<file path="config.mk">
export PLATFORM = sky130hd
export DESIGN_NAME = param_updown_counter
export DESIGN_NICKNAME = d
export VERILOG_FILES = /design/src/rtl/param_updown_counter.sv
export SDC_FILE = /design/constraint.sdc
export NUM_CORES = 1
export LEC_CHECK = 0
export ABC_AREA = 0
export ABC_CLOCK_PERIOD_IN_PS = 2200
export CAP_MARGIN = 20
export CORE_ASPECT_RATIO = 1.2
export CORE_MARGIN = 8
export CORE_UTILIZATION = 43
export CTS_CLUSTER_SIZE = 8
export DETAILED_ROUTE_END_ITERATION = 10
export PLACE_DENSITY = 0.85
export RECOVER_POWER = 25
export SKIP_LAST_GASP = 1
export SYNTH_ARGS = -nofsm -noshare
export SYNTH_HDL_FRONTEND = slang
export SYNTH_SLANG_ARGS = --single-unit
export TNS_END_PERCENT = 1
</file>
<file path="constraint.sdc">
create_clock -name clk -period 2.2 [get_ports clk]
set_clock_uncertainty 0.15 [all_clocks]
set_input_delay 0.22 -clock clk [delete_from_list [all_inputs] [get_ports clk]]
set_output_delay 0.22 -clock clk [all_outputs]
set_load 0.01 [all_outputs]
</file>
<file path="src/rtl/param_updown_counter.sv">
`default_nettype none
//------------------------------------------------------------------------------
// Module   : param_updown_counter
// Brief    : Parametrised synchronous up/down counter with load, wrap or
//            saturate, boundary flags and a registered wrap pulse.
//            Optional prescaler is enabled by defining UDC_PRESCALE_EN.
// Revision : 1.0 - initial release
//------------------------------------------------------------------------------
module param_updown_counter #(
    parameter int               WIDTH     = 8,
    parameter logic [WIDTH-1:0] MAX_VAL   = {WIDTH{1'b1}},
    parameter logic [WIDTH-1:0] RESET_VAL = {WIDTH{1'b0}}
`ifdef UDC_PRESCALE_EN
    ,
    parameter int               PRESCALE  = 4
`endif
) (
    input  logic             clk,
    input  logic             rst,
    input  logic             en,
    input  logic             up,
    input  logic             sat,
    input  logic             load,
    input  logic [WIDTH-1:0] load_val,
    output logic [WIDTH-1:0] count,
    output logic             at_max,
    output logic             at_min,
    output logic             wrap_pulse
);

    localparam logic [WIDTH-1:0] c_ONE  = {{(WIDTH-1){1'b0}}, 1'b1};
    localparam logic [WIDTH-1:0] c_ZERO = {WIDTH{1'b0}};

    logic [WIDTH-1:0] r_count;
    logic             r_wrap_pulse;
    logic [WIDTH-1:0] w_next;
    logic [WIDTH-1:0] w_load_clamped;
    logic             w_wrap_event;
    logic             w_at_max;
    logic             w_at_min;
    logic             w_step;

    assign w_at_max = (r_count == MAX_VAL);
    assign w_at_min = (r_count == c_ZERO);

    // Boundary tests come first so the add/subtract never leaves the range.
    always_comb begin
        w_next       = r_count;
        w_wrap_event = 1'b0;
        if (up) begin
            if (!w_at_max) begin
                w_next = r_count + c_ONE;
            end else if (!sat) begin
                w_next       = c_ZERO;
                w_wrap_event = 1'b1;
            end
        end else begin
            if (!w_at_min) begin
                w_next = r_count - c_ONE;
            end else if (!sat) begin
                w_next       = MAX_VAL;
                w_wrap_event = 1'b1;
            end
        end
    end

    assign w_load_clamped = (load_val > MAX_VAL) ? MAX_VAL : load_val;

`ifdef UDC_PRESCALE_EN
    localparam int                 c_PRE_W    = (PRESCALE > 1) ? $clog2(PRESCALE) : 1;
    localparam logic [c_PRE_W-1:0] c_PRE_LAST = c_PRE_W'(PRESCALE - 1);
    localparam logic [c_PRE_W-1:0] c_PRE_ONE  = {{(c_PRE_W-1){1'b0}}, 1'b1};

    logic [c_PRE_W-1:0] r_pre;

    // Prescaler only advances on enabled cycles; load restarts a full interval.
    always_ff @(posedge clk) begin
        if (rst || load) begin
            r_pre <= '0;
        end else if (en) begin
            r_pre <= (r_pre == c_PRE_LAST) ? '0 : r_pre + c_PRE_ONE;
        end
    end

    assign w_step = en && (r_pre == c_PRE_LAST);
`else
    assign w_step = en;
`endif

    always_ff @(posedge clk) begin
        if (rst) begin
            r_count      <= RESET_VAL;
            r_wrap_pulse <= 1'b0;
        end else if (load) begin
            r_count      <= w_load_clamped;
            r_wrap_pulse <= 1'b0;
        end else if (w_step) begin
            r_count      <= w_next;
            r_wrap_pulse <= w_wrap_event;
        end else begin
            r_wrap_pulse <= 1'b0;
        end
    end

    assign count      = r_count;
    assign at_max     = w_at_max;
    assign at_min     = w_at_min;
    assign wrap_pulse = r_wrap_pulse;

endmodule
`default_nettype wire

</file>
== After elaboration in Yosys (flattened, before gate mapping) ==
Index checks and enable logic that the tools add are counted.

* Input bits: 14
* Output and inout port bits: 11
* Word-level logic and storage cells: 25
* Bits in registers: 9

* Magnitude comparators: 1
* Bitwise operators: 1
* Reductions and logical operators: 4
* Equal/unequal tests: 3
* Muxes and demuxes: 12
* $add $sub $neg: 2

{| class="wikitable"
|+ Operators by type and width
! cell !! count
|-
| 8-bit 2-to-1 mux || 8
|-
| 8-bit by 1-bit adder with 8-bit output, second input constant || 1
|-
| 8-bit == test, second input constant || 1
|-
| 8-bit greater-than comparator, second input constant || 1
|-
| 8-bit logical NOT || 1
|-
| 4-bit inequality test, second input constant || 2
|-
| 8-bit by 1-bit subtractor with 8-bit output, second input constant || 1
|-
| 1-bit 2-to-1 mux || 4
|-
| 3-bit AND reduction || 1
|-
| 3-bit OR reduction || 1
|-
| 2-bit nonzero test || 1
|-
| 1-bit inverter || 1
|}

== Depth between registers and ports, before layout ==
Gate-level depths: netlist of run 1.

* Depth after elaboration: 5
* Mapped depth: 8
* Depth with buffers taken out: 7

== Worst setup path after synthesis of run 1 ==
OpenSTA, ideal clock, no wires.

* Path type: register -> register
* Start point: reg r_count[1] (netlist: count[1])
* End point: reg r_count[0] (netlist: count[0])
* Path slack: -124 ps
* Library setup time: 103 ps
* Path buffers: 1
* Required time: 1947 ps
* Arrival: 2070 ps
* Clock period less this slack: 2324 ps
* Cell stages (with the launch flop): 9
* Cells stage by stage: dfxtp_1 -> clkbuf_1 -> inv_1 -> ha_1 -> or4b_4 -> or3_1 -> a31oi_1 -> nor2_1 -> a2111oi_2

* Word-level cells in the longest chain between the ends: 5
* Elaborated cells between the ends (all ways): 10
* Those cells by class: eq/ne: 3; mux: 5; reduce/logical: 2

{| class="wikitable"
|+ RTL lines
! element !! RTL line !! text
|-
| start, declared || 34 || <nowiki>logic [WIDTH-1:0] r_count;</nowiki>
|-
| start signal, assigned || 95 || <nowiki>r_count <= w_load_clamped;</nowiki>
|-
| start signal, assigned || 98 || <nowiki>r_count <= w_next;</nowiki>
|-
| 8-bit == test / 8-bit logical NOT (equally long branches) || 43, 44 ||
|-
| 8-bit 2-to-1 mux, on equally long branches || 51, 58 ||
|-
| 8-bit 2-to-1 mux || 50 || <nowiki>if (up) begin</nowiki>
|-
| 8-bit 2-to-1 mux || 97 || <nowiki>end else if (w_step) begin</nowiki>
|-
| 8-bit 2-to-1 mux || 94 || <nowiki>end else if (load) begin</nowiki>
|}

Parallel ways exist; a longest one is shown, timed or not. The select of a mux whose other input is x is not followed.
A chain may end at the register's enable or synchronous reset.

== Worst setup path in the final report of run 1 ==
* Start point: reg r_count[1] (netlist: count[1])
* End point: reg r_count[7] (netlist: count[7])

* Word-level cells in the longest chain between the ends: 5
* Elaborated cells between the ends (all ways): 12
* Those cells by class: add/sub: 2; eq/ne: 3; mux: 5; reduce/logical: 2

{| class="wikitable"
|+ RTL lines
! element !! RTL line !! text
|-
| 8-bit by 1-bit subtractor with 8-bit output, or another cell as far along || 59 || <nowiki>w_next = r_count - c_ONE;</nowiki>
|-
| 8-bit 2-to-1 mux, on equally long branches || 58, 51 ||
|-
| 8-bit 2-to-1 mux || 50 ||
|-
| 8-bit 2-to-1 mux || 97 ||
|-
| 8-bit 2-to-1 mux || 94 ||
|}

Parallel ways exist; a longest one is shown, timed or not. The select of a mux whose other input is x is not followed.

==> impl_metrics.xml, run 1 <==
<?xml version="1.0" encoding="UTF-8"?>
<metrics>
  <group name="routing">
    <metric name="initialDrtViolationCount" unit="">46</metric>
    <metric name="dr_total_vias" unit="">1154</metric>
    <metric name="detail_route.vias_per_cell" unit="">6.01</metric>
    <metric name="avgRoutedWirePerCell" unit="um">16.3</metric>
    <metric name="antenna_violating_nets_post_route" unit="">0</metric>
    <metric name="drc" unit="">0</metric>
    <metric name="drt_pass1_iterations" unit="">4</metric>
    <metric name="postRouteWirelength" unit="mm">3.14</metric>
  </group>
  <group name="timing">
    <metric name="finalCriticalPeriod" unit="ps">2180</metric>
    <metric name="slew_viol_final" unit="">0</metric>
    <metric name="finalSetupViolations" unit="">0</metric>
    <metric name="fin_worst_hold_slack" unit="ps">378</metric>
    <metric name="rsz_0062_raised_after_global_routing" unit="">true</metric>
    <metric name="final_hold_viol_count" unit="">0</metric>
    <metric name="achievable-frequency" unit="GHz">0.460</metric>
    <metric name="max_slew.worst_pin.slew" unit="ps">440</metric>
    <metric name="period_utilisation_layout" unit="%">98.9</metric>
    <metric name="timing.max_slew.rel_slack" unit="%">70.4</metric>
  </group>
  <group name="synthesis">
    <metric name="synth.yosys.seq_area_share" unit="%">19.6</metric>
    <metric name="synth_async_sr_flop_share" unit="%">0</metric>
    <metric name="syn-cell-area" unit="um^2">920</metric>
    <metric name="number_of_storage_elements_in_the_synthesis_netlist" unit="">9</metric>
    <metric name="synth.net_count" unit="">148</metric>
    <metric name="synth.yosys.warnings" unit="">0</metric>
    <metric name="postSynthAreaPerCell" unit="um^2">7.02</metric>
    <metric name="synth-edff-count" unit="">0</metric>
    <metric name="ys_types" unit="">45</metric>
    <metric name="yosys_most_used_dff" unit="">sky130_fd_sc_hd__dfxtp_1</metric>
    <metric name="syn-instance-count" unit="">131</metric>
  </group>
  <group name="min_path">
    <metric name="holdCritPathClass" unit="">in -&gt; reg</metric>
  </group>
  <group name="grt">
    <metric name="grt_max_degree" unit="">13</metric>
    <metric name="grt_pass1_vias" unit="">1086</metric>
    <metric name="number_of_antenna_violations_at_the_first_check_in_global_routing" unit="">0</metric>
    <metric name="grt_first_pass_wirelength" unit="mm">5.02</metric>
    <metric name="globalRouteOverflowTotal" unit="">0</metric>
    <metric name="grt.total_usage" unit="%">16.4</metric>
  </group>
  <group name="power">
    <metric name="power_per_cell_area" unit="nW/um^2">464</metric>
    <metric name="leakagePower" unit="nW">0.488</metric>
    <metric name="fin_total_pwr" unit="W">0.000609</metric>
    <metric name="ir_drop" unit="V">0.000289</metric>
  </group>
  <group name="clocking">
    <metric name="cts_inserted_buffers" unit="">3</metric>
    <metric name="clock_tree.buffer_depth" unit="">2</metric>
    <metric name="tritoncts" unit="">done</metric>
    <metric name="clk_pin_slew" unit="ps">70</metric>
    <metric name="clock-sinks" unit="">9</metric>
    <metric name="clkLatencyLatePin" unit="ps">270</metric>
    <metric name="clock_root_buffer_master" unit="">sky130_fd_sc_hd__clkbuf_4</metric>
    <metric name="cts-htree-levels" unit="">1</metric>
  </group>
  <group name="layout">
    <metric name="layout_common_cells" unit="">sky130_fd_sc_hd__clkdlybuf4s50_1 (20), sky130_fd_sc_hd__buf_4 (16), sky130_fd_sc_hd__a21oi_1 (14)</metric>
    <metric name="drive_gt1_share" unit="%">19.8</metric>
    <metric name="nFillCells" unit="">164</metric>
    <metric name="syn_to_final_growth" unit="%">42.9</metric>
    <metric name="final_common_cell" unit="">sky130_fd_sc_hd__clkdlybuf4s50_1</metric>
    <metric name="nets" unit="">180</metric>
    <metric name="num_antenna_cells" unit="">0</metric>
  </group>
  <group name="floorplanning">
    <metric name="floorplan.initialDensity" unit="%">44.9</metric>
    <metric name="dieArea" unit="um^2">3880</metric>
    <metric name="die-height" unit="um">66.7</metric>
    <metric name="die_width" unit="um">58.2</metric>
    <metric name="core_region_area" unit="um^2">2050</metric>
    <metric name="io_pins" unit="">25</metric>
    <metric name="rows" unit="">18</metric>
  </group>
  <group name="setup_path">
    <metric name="crit_path_end_kind" unit="">flop</metric>
    <metric name="criticalPathCategory" unit="">reg -&gt; reg</metric>
    <metric name="critical_path_required" unit="ps">2230</metric>
    <metric name="critical_path.max_fanout" unit="">6</metric>
    <metric name="crit_path_start_kind" unit="">flop</metric>
    <metric name="crit_arrival" unit="ps">2200</metric>
  </group>
  <group name="flow_run">
    <metric name="drv_cap" unit="">0</metric>
  </group>
  <group name="placement">
    <metric name="gp_congestion" unit="">0.965</metric>
    <metric name="detailed_place_hpwl" unit="mm">2.36</metric>
    <metric name="io_buffer_count" unit="">24</metric>
  </group>
  <group name="status">
    <metric name="status" unit="">finished, final reports clean</metric>
  </group>
</metrics>
==> power by group <==
part	internal (W)	total (W)	switching [W]
Sequential	0.000178	0.000195	0.0000178
Clock	0.0000702	0.000143	0.0000726
Combinational	0.000131	0.000271	0.000140
Total	0.000379	0.000609	0.000231
==> path summary, 6_finish.rpt <==
check	startpoint	endpoint	slack [ps]	cells after the start
setup / recovery	count[1]	count[7]	20	7
hold / removal	load_val[0]	count[0]	380	3
setup reg to reg	count[1]	count[7]	20	7
hold reg to reg	count[4]	count[4]	520	3
==> per-layer routing <==
layer	up-vias	part of all wire (%)	global-route usage [%]
li1	552	-	-
met1	532	41	19.0
met2	56	48	27.8
met3	14	7.0	3.66
met4	0	4.2	7.67
met5	-	0	0
==> cell usage after synthesis, drive strengths merged, types with 4 or more instances <==
| library cell | number | share of area [%] |
|---|---|---|
| a21oi | 14 | 7.6 |
| clkbuf | 10 | 4.1 |
| inv | 10 | 4.1 |
| nor2 | 10 | 4.1 |
| dfxtp | 9 | 20 |
| nand2 | 7 | 2.9 |
| o21ai | 7 | 3.8 |
| nor3 | 6 | 3.8 |
| a211oi | 4 | 3.3 |
| nand2b | 4 | 2.7 |
| o211ai | 4 | 3.3 |
==> registers in the layout (all words and copies together), names as in the netlist <==
register / cells
wrap_pulse: 1
count: 8
==> stage by stage <==
step	cell area [um^2]	cells	util, %	setup TNS, ps	setup slack [ps]
after floorplan	950	131	-	0	38.9
after global routing	1310	192	64.1	-111	-32.3
after global placement	1240	185	60.7	0	60.3
final	1310	192	64.1	0	23.8
after detailed placement	1240	185	60.7	0	28.9
after CTS	1270	189	61.9	-172	-172
==> cell type report <==
type	instances	area, um^2	area share [%]
clock buffer	4	26.3	2.00
multi-input combinational	99	666	50.7
inverter	10	42.5	3.24
tap	30	37.5	2.86
sequential	9	183	13.9
timing repair buffer	40	359	27.3
==> repair_timing <==
| item | in CTS | in global routing |
|---|---|---|
| hold buffers | 0 | 0 |
| endpoints found under the setup margin | 2 | 9 |
| cloned | 0 | 0 |
| gates resized for setup | 1 | 4 |
| setup buffers | 0 | 3 |
| pin swaps | 0 | 1 |
==> logic make-up (layout without fill, tap and decap cells) <==
logic type               count (synthesis)  after routing  share of synthesized area [%]
AND/OR/NAND/NOR                         47             47                           28.3
adder cells (fa/ha/maj)                  3              3                           4.08
flip-flops                               9              9                           19.6
buffers and inverters                   23             54                           10.7
AO/OA/AOI/OAI                           47             47                           35.4
XOR/XNOR                                 2              2                           1.91
==> worst max-delay path, cell delays in order (launching register included) <==
cell and delay, ps:
sky130_fd_sc_hd__dfxtp_2 340, sky130_fd_sc_hd__inv_4 70, sky130_fd_sc_hd__ha_2 160, sky130_fd_sc_hd__or4b_4 500, sky130_fd_sc_hd__nor3_2 220, sky130_fd_sc_hd__o21ai_1 200
sky130_fd_sc_hd__and2_1 220, sky130_fd_sc_hd__a211oi_1 230
Note: power is estimated with default switching activity, not from simulation.
==> run 2, diff against run 1 <==
SKIP_CTS_REPAIR_TIMING = 1   (was not set)
==> impl_metrics.xml, run 2 (synthesis results as in run 1) <==
<?xml version="1.0" encoding="UTF-8"?>
<metrics>
  <group name="status">
    <metric name="status" unit="">finished, violations left</metric>
    <metric name="violations_in_the_final_reports" unit="">setup timing</metric>
  </group>
  <group name="grt">
    <metric name="grt_pass1_vias" unit="">1086</metric>
    <metric name="grt_first_pass_wirelength" unit="mm">5.02</metric>
    <metric name="grt.total_usage" unit="%">16.4</metric>
    <metric name="globalRouteOverflowTotal" unit="">0</metric>
    <metric name="grt_max_degree" unit="">13</metric>
    <metric name="number_of_antenna_violations_at_the_first_check_in_global_routing" unit="">0</metric>
  </group>
  <group name="clocking">
    <metric name="cts-htree-levels" unit="">1</metric>
    <metric name="clkLatencyLatePin" unit="ps">270</metric>
    <metric name="clock-sinks" unit="">9</metric>
    <metric name="clock_root_buffer_master" unit="">sky130_fd_sc_hd__clkbuf_4</metric>
    <metric name="clock_tree.buffer_depth" unit="">2</metric>
    <metric name="cts_inserted_buffers" unit="">3</metric>
    <metric name="tritoncts" unit="">done</metric>
    <metric name="clk_pin_slew" unit="ps">70</metric>
  </group>
  <group name="setup_path">
    <metric name="crit_arrival" unit="ps">1940</metric>
    <metric name="worst_r2r_endpoint" unit="">count[0]</metric>
    <metric name="capturing_instance_or_port_of_the_critical_path" unit="">at_max</metric>
    <metric name="worstSetupStartpoint" unit="">count[1]</metric>
    <metric name="regToRegStartpoint" unit="">count[1]</metric>
    <metric name="worstRegToRegCells" unit="">7</metric>
    <metric name="rrSetupSlack" unit="ps">10</metric>
    <metric name="critical_path.max_fanout" unit="">11</metric>
    <metric name="crit_path_end_kind" unit="">output port</metric>
    <metric name="criticalPathCategory" unit="">reg -&gt; out</metric>
    <metric name="crit_path_start_kind" unit="">flop</metric>
    <metric name="critical_path_required" unit="ps">1830</metric>
  </group>
  <group name="timing">
    <metric name="finalSetupViolations" unit="">1</metric>
    <metric name="max_slew.worst_pin.slew" unit="ps">424</metric>
    <metric name="period_utilisation_layout" unit="%">105</metric>
    <metric name="timing.max_slew.rel_slack" unit="%">71.5</metric>
    <metric name="fin_ws" unit="ps">-107</metric>
    <metric name="slew_viol_final" unit="">0</metric>
    <metric name="rsz_0062_raised_after_global_routing" unit="">true</metric>
    <metric name="finalCriticalPeriod" unit="ps">2310</metric>
    <metric name="final_hold_viol_count" unit="">0</metric>
    <metric name="achievable-frequency" unit="GHz">0.433</metric>
  </group>
  <group name="layout">
    <metric name="largest_reg_flops" unit="">8</metric>
    <metric name="nets" unit="">177</metric>
    <metric name="num_antenna_cells" unit="">0</metric>
    <metric name="design_area" unit="um^2">1270</metric>
    <metric name="final_common_cell" unit="">sky130_fd_sc_hd__clkdlybuf4s50_1</metric>
    <metric name="layout_common_cells" unit="">sky130_fd_sc_hd__clkdlybuf4s50_1 (20), sky130_fd_sc_hd__a21oi_1 (14), sky130_fd_sc_hd__buf_4 (13)</metric>
    <metric name="syn_to_final_growth" unit="%">38.6</metric>
    <metric name="drive_gt1_share" unit="%">17.0</metric>
  </group>
  <group name="placement">
    <metric name="io_buffer_count" unit="">24</metric>
    <metric name="dpl_cell_area" unit="um^2">1240</metric>
    <metric name="preCtsSetupSlack" unit="ps">28.9</metric>
    <metric name="gp_congestion" unit="">0.965</metric>
    <metric name="detailed_place_hpwl" unit="mm">2.36</metric>
  </group>
  <group name="routing">
    <metric name="initialDrtViolationCount" unit="">58</metric>
    <metric name="postRouteWirelength" unit="mm">3.09</metric>
    <metric name="avgRoutedWirePerCell" unit="um">16.3</metric>
    <metric name="drt_pass1_iterations" unit="">5</metric>
    <metric name="drc" unit="">0</metric>
    <metric name="dr_total_vias" unit="">1151</metric>
    <metric name="antenna_violating_nets_post_route" unit="">0</metric>
    <metric name="detail_route.vias_per_cell" unit="">6.09</metric>
  </group>
  <group name="min_path">
    <metric name="holdCritPathClass" unit="">in -&gt; reg</metric>
  </group>
  <group name="power">
    <metric name="leakagePower" unit="nW">0.485</metric>
    <metric name="ir_drop" unit="V">0.000286</metric>
    <metric name="power_per_cell_area" unit="nW/um^2">474</metric>
  </group>
  <group name="floorplanning">
    <metric name="rows" unit="">18</metric>
    <metric name="die-height" unit="um">66.7</metric>
    <metric name="io_pins" unit="">25</metric>
    <metric name="dieArea" unit="um^2">3880</metric>
    <metric name="die_width" unit="um">58.2</metric>
    <metric name="floorplan.initialDensity" unit="%">44.9</metric>
    <metric name="core_region_area" unit="um^2">2050</metric>
  </group>
  <group name="flow_run">
    <metric name="drv_cap" unit="">0</metric>
  </group>
</metrics>
==> run 2: layer usage <==
| layer | wire, um | global-route usage [%] | vias to the layer above |
|---|---|---|---|
| met4 | 112 | 7.67 | 0 |
| met5 | 0 | 0 | - |
| li1 | - | - | 546 |
| met1 | 1210 | 19.0 | 532 |
| met2 | 1550 | 27.8 | 63 |
| met3 | 210 | 3.66 | 10 |
==> run 2: final cells by class <==
class | count | area (um^2)
clock buffer | 4 | 26.3
multi-input combinational | 99 | 646
inverter | 10 | 42.5
sequential | 9 | 183
fill | 172 | 774
timing repair buffer | 37 | 340
tap | 30 | 37.5
==> run 2: critical path, cell delays in order (launching register included) <==
cell,delay (ps)
sky130_fd_sc_hd__dfxtp_2,350
sky130_fd_sc_hd__buf_4,190
sky130_fd_sc_hd__ha_2,280
sky130_fd_sc_hd__nand3_1,170
sky130_fd_sc_hd__nor2_1,120
sky130_fd_sc_hd__clkdlybuf4s50_1,550
==> run 2: where the power goes <==
part	internal [W]	leakage, nW	switching, W
sequential	0.000178	0.0751	0.0000180
clock	0.0000702	0.0150	0.0000720
combinational	0.000130	0.395	0.000137
==> run 2: worst min path at each step <==
stage,start,end,depth (start not counted)
floorplan,sat,wrap_pulse,1
global placement,count[4],count[4],3
detailed placement,count[4],count[4],3
CTS,load_val[3],count[3],3
global route,load_val[3],count[3],3
finish,load_val[3],count[3],3
==> run 2: stage by stage <==
step           total power (W)  setup TNS, ps  utilization (%)  cells  hold slack (ps)
5_1_grt               0.000636           -304             62.2    189              396
6_report              0.000605           -107             62.2    189              373
3_3_place_gp          0.000454              0             60.7    185              492
4_1_cts               0.000603           -357             62.0    189              375
2_1_floorplan         0.000358              0                -    131              147
3_5_place_dp          0.000461              0             60.7    185              502
==> run 3, diff against run 2 <==
PLACE_DENSITY = not set   (was 0.85)
PLACE_DENSITY_LB_ADDON = 0.3   (was not set)
==> impl_metrics.xml, run 3 (synthesis results as in run 1) <==
<?xml version="1.0" encoding="UTF-8"?>
<metrics>
  <group name="clocking">
    <metric name="clk_pin_slew" unit="ps">70</metric>
    <metric name="clock_tree.buffer_depth" unit="">2</metric>
    <metric name="tritoncts" unit="">done</metric>
    <metric name="cts-htree-levels" unit="">1</metric>
    <metric name="cts_inserted_buffers" unit="">3</metric>
    <metric name="clock_root_buffer_master" unit="">sky130_fd_sc_hd__clkbuf_4</metric>
    <metric name="clock-sinks" unit="">9</metric>
    <metric name="clkLatencyLatePin" unit="ps">260</metric>
  </group>
  <group name="timing">
    <metric name="tns" unit="ps">-176</metric>
    <metric name="final_hold_viol_count" unit="">0</metric>
    <metric name="finalSetupViolations" unit="">2</metric>
    <metric name="fin_ws" unit="ps">-107</metric>
    <metric name="timing.max_slew.rel_slack" unit="%">71.4</metric>
    <metric name="rsz_0062_raised_after_global_routing" unit="">true</metric>
    <metric name="finalCriticalPeriod" unit="ps">2310</metric>
    <metric name="slew_viol_final" unit="">0</metric>
    <metric name="max_slew.worst_pin.slew" unit="ps">428</metric>
    <metric name="achievable-frequency" unit="GHz">0.433</metric>
    <metric name="period_utilisation_layout" unit="%">105</metric>
  </group>
  <group name="power">
    <metric name="fraction_of_power_spent_switching_nets" unit="%">36.3</metric>
    <metric name="sequentialPowerShare" unit="%">32.5</metric>
    <metric name="power.share.clock" unit="%">22.5</metric>
    <metric name="ir_drop" unit="V">0.000237</metric>
    <metric name="intPower" unit="W">0.000379</metric>
    <metric name="power.switching" unit="W">0.000216</metric>
    <metric name="fin_total_pwr" unit="W">0.000595</metric>
    <metric name="combinationalPowerShare" unit="%">45.0</metric>
    <metric name="leakagePower" unit="nW">0.507</metric>
    <metric name="power_per_cell_area" unit="nW/um^2">454</metric>
  </group>
  <group name="placement">
    <metric name="preCtsSetupSlack" unit="ps">-77.1</metric>
    <metric name="detailed_place_hpwl" unit="mm">2.36</metric>
    <metric name="io_buffer_count" unit="">24</metric>
    <metric name="place_inst" unit="">190</metric>
    <metric name="gp_congestion" unit="">0.888</metric>
  </group>
  <group name="setup_path">
    <metric name="critical_path.max_fanout" unit="">11</metric>
    <metric name="crit_arrival" unit="ps">1940</metric>
    <metric name="criticalPathCategory" unit="">reg -&gt; out</metric>
    <metric name="crit_path_end_kind" unit="">output port</metric>
    <metric name="crit_path_start_kind" unit="">flop</metric>
    <metric name="critical_path_required" unit="ps">1830</metric>
  </group>
  <group name="floorplanning">
    <metric name="die_width" unit="um">58.2</metric>
    <metric name="rows" unit="">18</metric>
    <metric name="io_pins" unit="">25</metric>
    <metric name="floorplan.initialDensity" unit="%">44.9</metric>
    <metric name="die-height" unit="um">66.7</metric>
    <metric name="core_region_area" unit="um^2">2050</metric>
    <metric name="dieArea" unit="um^2">3880</metric>
  </group>
  <group name="grt">
    <metric name="grt_first_pass_wirelength" unit="mm">5.09</metric>
    <metric name="grt_pass1_vias" unit="">1144</metric>
    <metric name="grt_max_degree" unit="">14</metric>
    <metric name="number_of_antenna_violations_at_the_first_check_in_global_routing" unit="">0</metric>
    <metric name="grt.total_usage" unit="%">16.2</metric>
    <metric name="globalRouteOverflowTotal" unit="">0</metric>
  </group>
  <group name="routing">
    <metric name="avgRoutedWirePerCell" unit="um">15.2</metric>
    <metric name="initialDrtViolationCount" unit="">36</metric>
    <metric name="postRouteWirelength" unit="mm">2.95</metric>
    <metric name="drt_pass1_iterations" unit="">4</metric>
    <metric name="drc" unit="">0</metric>
    <metric name="antenna_violating_nets_post_route" unit="">0</metric>
    <metric name="dr_total_vias" unit="">1140</metric>
    <metric name="detail_route.vias_per_cell" unit="">5.88</metric>
  </group>
  <group name="min_path">
    <metric name="holdCritPathClass" unit="">in -&gt; reg</metric>
  </group>
  <group name="status">
    <metric name="violations_in_the_final_reports" unit="">setup timing</metric>
    <metric name="status" unit="">finished, violations left</metric>
  </group>
  <group name="layout">
    <metric name="largest_reg_flops" unit="">8</metric>
    <metric name="drive_gt1_share" unit="%">18.9</metric>
    <metric name="layout_common_cells" unit="">sky130_fd_sc_hd__clkdlybuf4s50_1 (20), sky130_fd_sc_hd__buf_4 (18), sky130_fd_sc_hd__a21oi_1 (14)</metric>
    <metric name="num_antenna_cells" unit="">0</metric>
    <metric name="nFillCells" unit="">193</metric>
    <metric name="syn_to_final_growth" unit="%">42.4</metric>
    <metric name="final-instance-count-excl-fill" unit="">194</metric>
    <metric name="nets" unit="">182</metric>
    <metric name="final_common_cell" unit="">sky130_fd_sc_hd__clkdlybuf4s50_1</metric>
  </group>
  <group name="flow_run">
    <metric name="drv_cap" unit="">0</metric>
  </group>
</metrics>
==> run 3: cell types whose count changed in the layout (fill, tap and decap cells not counted) <==
| cell | delta |
|---|---|
| sky130_fd_sc_hd__ha_1 | +1 |
| sky130_fd_sc_hd__ha_2 | -1 |
| sky130_fd_sc_hd__buf_4 | +5 |
==> run 3: through the flow <==
step | hold WS [ps] | util (%) | area, um^2
CTS | 375 | 63.8 | 1310
floorplan | 147 | - | 950
detailed placement | 399 | 62.5 | 1280
global route | 390 | 63.9 | 1310
global placement | 385 | 62.5 | 1280
finish | 381 | 63.9 | 1310
==> run 3: power by group through the flow <==
| stage | clock network, W | logic (W) | registers, W |
|---|---|---|---|
| finish | 0.000134 | 0.000268 | 0.000193 |
| floorplan | 0 | 0.000159 | 0.000199 |
| CTS | 0.000135 | 0.000268 | 0.000193 |
| detailed placement | 0 | 0.000267 | 0.000196 |
| global route | 0.000146 | 0.000293 | 0.000195 |
| global placement | 0 | 0.000259 | 0.000196 |
==> run 3: final timing paths <==
| check | slack [ps] | from | to | cells past startpoint |
|---|---|---|---|---|
| min | 380 | load_val[3] | count[3] | 3 |
| min reg2reg | 410 | count[4] | count[4] | 2 |
| max | -110 | count[0] | at_max | 5 |
| max reg2reg | -70 | count[0] | count[0] | 7 |
==> run 3: final cells by class <==
type / count / area (um^2) / share of cell area, %
sequential: 9 / 183 / 13.9
multi-input combinational: 99 / 643 / 49.1
inverter: 10 / 42.5 / 3.25
tap: 30 / 37.5 / 2.87
clock buffer: 4 / 26.3 / 2.01
timing repair buffer: 42 / 378 / 28.8
==> run 3: critical path, stage by stage (launching register included) <==
cell and delay (ps):
sky130_fd_sc_hd__dfxtp_2 360, sky130_fd_sc_hd__buf_4 190, sky130_fd_sc_hd__ha_1 320, sky130_fd_sc_hd__nand3_1 140, sky130_fd_sc_hd__nor2_1 110, sky130_fd_sc_hd__clkdlybuf4s50_1 550
==> run 3: metal layers <==
layer / GRT usage [%] / up-vias / part of all wire [%] / wire (um)
li1: - / 558 / - / -
met1: 18.0 / 542 / 42 / 1250
met2: 29.5 / 34 / 51 / 1500
met3: 3.66 / 6 / 5.7 / 167
met4: 5.21 / 0 / 1.2 / 35
met5: 0 / - / 0 / 0
